**config.mk**
```make
export PLATFORM = sky130hd
export DESIGN_NAME = pc_sequencer
export DESIGN_NICKNAME = d
export VERILOG_FILES = /design/src/rtl/pc_sequencer.sv
export SDC_FILE = /design/constraint.sdc
export NUM_CORES = 1
export LEC_CHECK = 0
export BUFFER_PORTS_ARGS = -buffer_cell sky130_fd_sc_hd__buf_4
export CAP_MARGIN = 40
export CORE_MARGIN = 3
export CORE_UTILIZATION = 50
export DETAILED_ROUTE_END_ITERATION = 8
export PLACE_DENSITY_LB_ADDON = 0.05
export SLEW_MARGIN = 20
export SYNTH_ARGS = -nofsm -noshare
export SYNTH_HDL_FRONTEND = slang
export SYNTH_SLANG_ARGS = --single-unit
```
**constraint.sdc**
```tcl
create_clock -name i_clock -period 5.1 [get_ports i_clock]
set_clock_uncertainty 0.2 [all_clocks]
set_input_delay 0.51 -clock i_clock [delete_from_list [all_inputs] [get_ports i_clock]]
set_output_delay 0.51 -clock i_clock [all_outputs]
set_load 0.01 [all_outputs]
```
**src/rtl/pc_sequencer.sv**
```systemverilog
// Program-counter sequencer for the MIPS fetch stage.
// Holds the PC and picks the next one (jump > branch > sequential). It runs either
// continuously or one step per rising edge of i_step, honours hazard stalls, halt
// and soft clear, and keeps saturating cycle/fetch counters for the debug unit.
module pc_sequencer #(
  parameter int                    DATA_WIDTH   = 32,
  parameter logic [DATA_WIDTH-1:0] RESET_VECTOR = '0,
  parameter int                    PC_INC       = 4,
  parameter int                    ALIGN_BITS   = 2,
  parameter int                    CNT_WIDTH    = 32
) (
  input  logic                  i_clock,
  input  logic                  i_reset,
  input  logic                  i_start,
  input  logic                  i_mode,
  input  logic                  i_step,
  input  logic                  i_stall,
  input  logic                  i_jump_en,
  input  logic [DATA_WIDTH-1:0] i_jump_addr,
  input  logic                  i_branch_en,
  input  logic [DATA_WIDTH-1:0] i_branch_addr,
  input  logic                  i_halt,
  input  logic                  i_clear,
  output logic [DATA_WIDTH-1:0] o_pc,
  output logic [DATA_WIDTH-1:0] o_pc_plus,
  output logic                  o_valid,
  output logic                  o_halted,
  output logic                  o_misalign,
  output logic [CNT_WIDTH-1:0]  o_cycle_count,
  output logic [CNT_WIDTH-1:0]  o_fetch_count
);

  // Low address bits that must be zero in an accepted redirect target.
  localparam logic [DATA_WIDTH-1:0] ALIGN_MASK =
    (DATA_WIDTH'(1) << ALIGN_BITS) - DATA_WIDTH'(1);
  localparam logic [DATA_WIDTH-1:0] INC = DATA_WIDTH'(PC_INC);

  typedef enum logic [1:0] {
    S_IDLE   = 2'd0,
    S_RUN    = 2'd1,
    S_STEP   = 2'd2,
    S_HALTED = 2'd3
  } state_t;

  // Counters stick at all-ones instead of wrapping back to zero.
  function automatic logic [CNT_WIDTH-1:0] sat_inc(input logic [CNT_WIDTH-1:0] v);
    if (&v) return v;
    else    return v + CNT_WIDTH'(1);
  endfunction

  // Redirect targets are forced onto the alignment boundary.
  function automatic logic [DATA_WIDTH-1:0] align_down(input logic [DATA_WIDTH-1:0] a);
    return a & ~ALIGN_MASK;
  endfunction

  state_t                r_state;
  state_t                w_state_next;
  logic [DATA_WIDTH-1:0] r_pc;
  logic [DATA_WIDTH-1:0] w_pc_next;
  logic                  r_valid;
  logic                  r_misalign;
  logic                  w_misalign_next;
  logic [CNT_WIDTH-1:0]  r_cycle_cnt;
  logic [CNT_WIDTH-1:0]  w_cycle_next;
  logic [CNT_WIDTH-1:0]  r_fetch_cnt;
  logic [CNT_WIDTH-1:0]  w_fetch_next;
  logic                  r_step_d;
  logic                  r_pend;
  logic                  w_pend_next;

  logic                  w_step_rise;
  logic                  w_redirect;
  logic [DATA_WIDTH-1:0] w_target;
  logic                  w_target_mis;
  logic                  w_exec;
  logic                  w_take_redirect;
  logic                  w_take_seq;
  logic                  w_update;
  logic                  w_counting;

  assign w_step_rise  = i_step & ~r_step_d;
  assign w_redirect   = i_jump_en | i_branch_en;
  assign w_target     = i_jump_en ? i_jump_addr : i_branch_addr;
  assign w_target_mis = |(w_target & ALIGN_MASK);
  assign w_update     = w_take_redirect | w_take_seq;
  assign w_counting   = (r_state == S_RUN) || (r_state == S_STEP);

  // FSM state register.
  always_ff @(posedge i_clock or negedge i_reset) begin
    if (!i_reset) r_state <= S_IDLE;
    else          r_state <= w_state_next;
  end

  // Next state and PC-update decision: halt beats redirect beats stall beats advance.
  always_comb begin
    w_state_next    = r_state;
    w_pend_next     = r_pend;
    w_exec          = 1'b0;
    w_take_redirect = 1'b0;
    w_take_seq      = 1'b0;
    if (i_clear) begin
      w_state_next = S_IDLE;
      w_pend_next  = 1'b0;
    end else begin
      case (r_state)
        S_IDLE: begin
          if (i_start) w_state_next = i_mode ? S_STEP : S_RUN;
        end
        S_RUN: begin
          w_exec = 1'b1;
        end
        S_STEP: begin
          // A new edge while a step is still pending merges into that step.
          w_exec      = r_pend;
          w_pend_next = r_pend | w_step_rise;
        end
        S_HALTED: begin
          w_state_next = S_HALTED;
        end
        default: begin
          w_state_next = S_IDLE;
        end
      endcase
      if (w_exec) begin
        if (i_halt) begin
          w_state_next = S_HALTED;
          w_pend_next  = 1'b0;
        end else if (w_redirect) begin
          // A flush overrides the hazard bubble.
          w_take_redirect = 1'b1;
          w_pend_next     = 1'b0;
        end else if (!i_stall) begin
          w_take_seq  = 1'b1;
          w_pend_next = 1'b0;
        end
      end
    end
  end

  // Datapath next values: PC, sticky misalign flag and saturating counters.
  always_comb begin
    w_pc_next       = r_pc;
    w_misalign_next = r_misalign;
    w_cycle_next    = r_cycle_cnt;
    w_fetch_next    = r_fetch_cnt;
    if (i_clear) begin
      w_pc_next       = RESET_VECTOR;
      w_misalign_next = 1'b0;
      w_cycle_next    = '0;
      w_fetch_next    = '0;
    end else begin
      if (w_take_redirect) begin
        w_pc_next       = align_down(w_target);
        w_misalign_next = r_misalign | w_target_mis;
      end else if (w_take_seq) begin
        w_pc_next = r_pc + INC;
      end
      if (w_counting) w_cycle_next = sat_inc(r_cycle_cnt);
      if (w_update)   w_fetch_next = sat_inc(r_fetch_cnt);
    end
  end

  // Datapath and step-tracking registers.
  always_ff @(posedge i_clock or negedge i_reset) begin
    if (!i_reset) begin
      r_pc        <= RESET_VECTOR;
      r_valid     <= 1'b0;
      r_misalign  <= 1'b0;
      r_cycle_cnt <= '0;
      r_fetch_cnt <= '0;
      r_step_d    <= 1'b0;
      r_pend      <= 1'b0;
    end else begin
      r_pc        <= w_pc_next;
      r_valid     <= w_update;
      r_misalign  <= w_misalign_next;
      r_cycle_cnt <= w_cycle_next;
      r_fetch_cnt <= w_fetch_next;
      r_step_d    <= i_step;
      r_pend      <= w_pend_next;
    end
  end

  assign o_pc          = r_pc;
  assign o_pc_plus     = r_pc + INC;
  assign o_valid       = r_valid;
  assign o_halted      = (r_state == S_HALTED);
  assign o_misalign    = r_misalign;
  assign o_cycle_count = r_cycle_cnt;
  assign o_fetch_count = r_fetch_cnt;

endmodule

```
==> summary by stage <==
Critical path
The signal on the critical path passes through inv_1 -> ha_1 -> nor2b_1 -> a31oi_4 -> or4_1 -> or4_1 -> a21oi_1. The cell with the largest stage delay on the worst path is or4_1. The number of buffers and inverters on the critical path is 1. The start-to-end type of the worst setup path is flip-flop to flip-flop.

The category of the worst setup path capture point is a flip-flop. The worst register-to-register path has a setup slack of approximately 1.4 ns. Data arrives at the worst endpoint at about 3.7 ns. The biggest fanout along the worst timing path is 18. For this run, the slowest stage of the critical path takes roughly 0.80 ns. Grouping stages by cell kind, the critical path spends the most delay in simple AND/OR/NAND/NOR gates.

The endpoint required time on the critical path is between 5 and 6 ns. The most common cell type on the critical path is or4_1. STA classifies the critical path startpoint as a flip-flop.

Global routing
The maximum number of pins on one net before global-route repair is 58. The number of antenna violations at the first check in global routing is 0. The overflow left after global routing is 0. The first global-routing pass estimated 31830 um of wire. The number of global-route vias before repair came to 6459. For this run, the total global-route usage over all layers was measured as about a quarter.

Synth
In this run, synthesis inferred 0 flip-flops with an integrated enable. The synthesized netlist contains 64 unique library cells. The main flop type after synthesis is dfrtp_1.

The number of standard cells after synthesis is 774. The flop and latch count out of synthesis is 100. The async set-reset flop share out of synthesis is 100.0%. A synthesized cell averages 8.598 um2. The cell area that synthesis handed to floorplanning was about 6700 um2.

The count of yosys warnings during synthesis is 0. After synthesis, flip-flops and latches occupy between 30% and 40% of the total area.

Die
During I/O placement, the number of pins put on the boundary was 205. The region available for standard cell placement spans 12820 um2. The floorplan die area is 14730 um2. The die is 121.4 um tall. The chip width is 121.4 um. The number of placement rows is 41.

The effective utilization at floorplan is 51.89%.

Timing
The achievable frequency is 271.6 MHz. Setup repair after global routing left no endpoint under its margin. The portion of the clock cycle consumed by the worst path in the final layout is 72.21%. The final critical delay including setup and external delays is 3.683 ns. The actual transition at the worst max-transition pin is approximately 0.75 ns. After routing, the total negative slack on setup checks comes to 0 ns. The worst pin sits at a relative slew slack of 49.34%.

The total count of max-transition violations in the final report is 0. Setup violations remaining at the end of the flow were counted as 0. The total count of hold-check failures in the final report is 0.

Run
The number of max-cap violations is 0.

Clock network
The cell sitting at the root of the clock tree is a clkbuf_16. The number of buffers added by the clock tree synthesis step is 9. The number of buffers on the longest clock path is 2. Counting every sink on the clock net gives 100. The CTS tree is done. After clock tree synthesis, the clock-pin slew on the worst setup and hold paths is 0.07 ns. The latest clock arrival within the worst-skew pair is 0.34 ns. CTS built an H-tree with a depth of 3.

Finish
The number of filler cells placed in the layout is 1117. The register area is roughly 2500 um2. Of the cells placed in the final design, the portion with a size suffix greater than 1 is 26.24%. The repair_antennas step left the layout with diodes totalling 0.

The area of combinational cells with multiple inputs is 3845 um2. The number of nets in the layout is just over 1k. The layout overhead on the synthesized area is 28.26%.

Placed design
Detailed placement ended at an HPWL of 14230 um. Port buffering added 200 buffers. The final weighted congestion in routability-driven placement is 0.8626.

Power and ir drop
Cell internal power was estimated by the tool at 0.001362 W. The reported net switching power is 0.0004693 W. The maximum resistive drop on vdd is 0.1602 mV. The power density over cell area is about 210 nW/um2.

Net switching is between 20% and 30% of the power. After layout, the design draws a total of 0.001831 W. In this run, the clock network consumes 38.6% of the power. In this run, the combinational gates consume 15.2% of the power.

Registers are responsible for 46.2% of the overall power. The standby leakage power is 3.763 nW.

Detailed routing
After detailed routing, the number of vias per cell comes to 6.069. After detailed routing, the average wire length per cell comes to 17.68 um. The total iterations of the first detailed-routing run is 5.

The count of nets left with antenna violations once routing finished came out at 0. In the routed design, unresolved DRC markers number 0. The total vias in the final route is 6803. The total wirelength of the detailed-routed design is ~20000 um. The initial DRC count is about 700.

Min path
The min-delay analysis places its worst path in the category primary input to flip-flop.

Run status
The run finished with clean final reports.
## layer usage
metal	up-vias	routed length, um	track usage [%]
met4	0	277	7.983
met5	-	0	0
met3	25	1344	4.103
met1	3263	8067	34.30
li1	3233	-	-
met2	282	10140	45.35
## power groups by stage
| stage | registers, W | clock network (W) | logic (W) |
|---|---|---|---|
| finish | 0.000846 | 0.000707 | 0.000277 |
| global placement | 0.000860 | 0 | 0.000269 |
| detailed placement | 0.000860 | 0 | 0.000277 |
| CTS | 0.000846 | 0.000715 | 0.000279 |
| global route | 0.000851 | 0.000749 | 0.000303 |
| floorplan | 0.000862 | 0 | 0.000136 |
## cells by family (layout without fill, tap and decap cells)
group                      count (synthesis)  after routing  share of synthesized area [%]
and+or+nand+nor                          328            328                          26.77
AOI/OAI and AO/OA                        183            183                          17.54
DFF                                      100            100                          37.60
buffers and inverters                     74            246                          4.926
muxes                                     43             43                          6.787
xor gates and xnor gates                  38             38                          5.001
adders and majority gates                  7              7                          1.316
other                                      1              4                        0.05635
## stage by stage
step	hold WS (ns)	setup slack, ns	area, um2	utilization [%]	std cells
after floorplan	0.01441	2.245	6666	-	777
after global placement	0.2825	1.548	8192	63.87	1103
after detailed placement	0.2961	1.445	8222	64.11	1105
after CTS	0.08998	1.434	8536	66.56	1121
after global routing	0.08466	1.190	8536	66.56	1121
final	0.09538	1.417	8536	66.56	1121
## flip-flops by register name, indices dropped and copies added (netlist names)
register	cells
r_step_d	1
o_pc	30
o_misalign	1
r_pend	1
r_state	2
o_valid	1
o_cycle_count	32
o_fetch_count	32
## layout by cell type (no fill, tap or decap), drive strengths merged, types with 13 or more instances in the layout
cell,n
mux2i,26
o31ai,18
mux2,17
nor3,25
o21ai,27
nor4,15
and3,17
or4,24
inv,22
nand3,45
or3,19
nand4,35
a21oi,69
clkbuf,14
buf,208
nor2,62
nand2,52
a31oi,17
xnor2,25
dfrtp,100
xor2,13
## layout make-up
class	instances	share of cell area, %
sequential	100	29.32
tap	172	2.521
clock inverter	1	0.3518
inverter	22	0.9675
multi-input combinational	603	45.05
timing repair buffer	209	18.59
clock buffer	14	3.210
## Yosys cell counts (all sizes together), types with 3 or more instances
cell type  count  area share (%)
dfrtp        100              38
a21oi         69             5.2
nor2          62             3.5
nand2         52             2.9
nand3         45             3.5
nand4         35             3.4
clkbuf        33             1.9
o21ai         27             2.0
mux2i         26             3.9
nor3          25             1.9
xnor2         25             3.3
or4           24             2.8
inv           22             1.2
buf           19             1.8
or3           19             1.8
o31ai         18             2.0
a31oi         17             1.8
and3          17             1.6
mux2          17             2.9
nor4          15             1.8
xor2          13             1.7
nor2b         12             1.1
o211ai        10             1.1
and2           8            0.75
a211oi         7            0.79
ha             7             1.3
and4           5            0.66
o2111ai        5            0.66
o32ai          5            0.66
a21o           3            0.34
a41oi          3            0.39
o22ai          3            0.28
## path summary, 6_finish.rpt
kind	start	cells after the start	end
worst min-delay path	i_step	1	r_step_d$_DFF_PN0_
min in group asynchronous	i_reset	2	o_fetch_count[12]$_DFFE_PN0P_
worst max-delay path	r_state[0]$_DFF_PN0_	7	o_fetch_count[19]$_DFFE_PN0P_
worst min register to register	o_misalign$_DFFE_PN0P_	2	o_misalign$_DFFE_PN0P_
max in group asynchronous	i_reset	3	r_pend$_DFF_PN0_
worst max register to register	r_state[0]$_DFF_PN0_	7	o_fetch_count[19]$_DFFE_PN0P_
## timing repair
item                      in CTS  in global routing
gates resized for setup        0                  0
hold buffers                   1                  0
setup buffers                  0                  0
hold endpoints to repair      13                  0
Note: power is estimated with default switching activity, not from simulation.
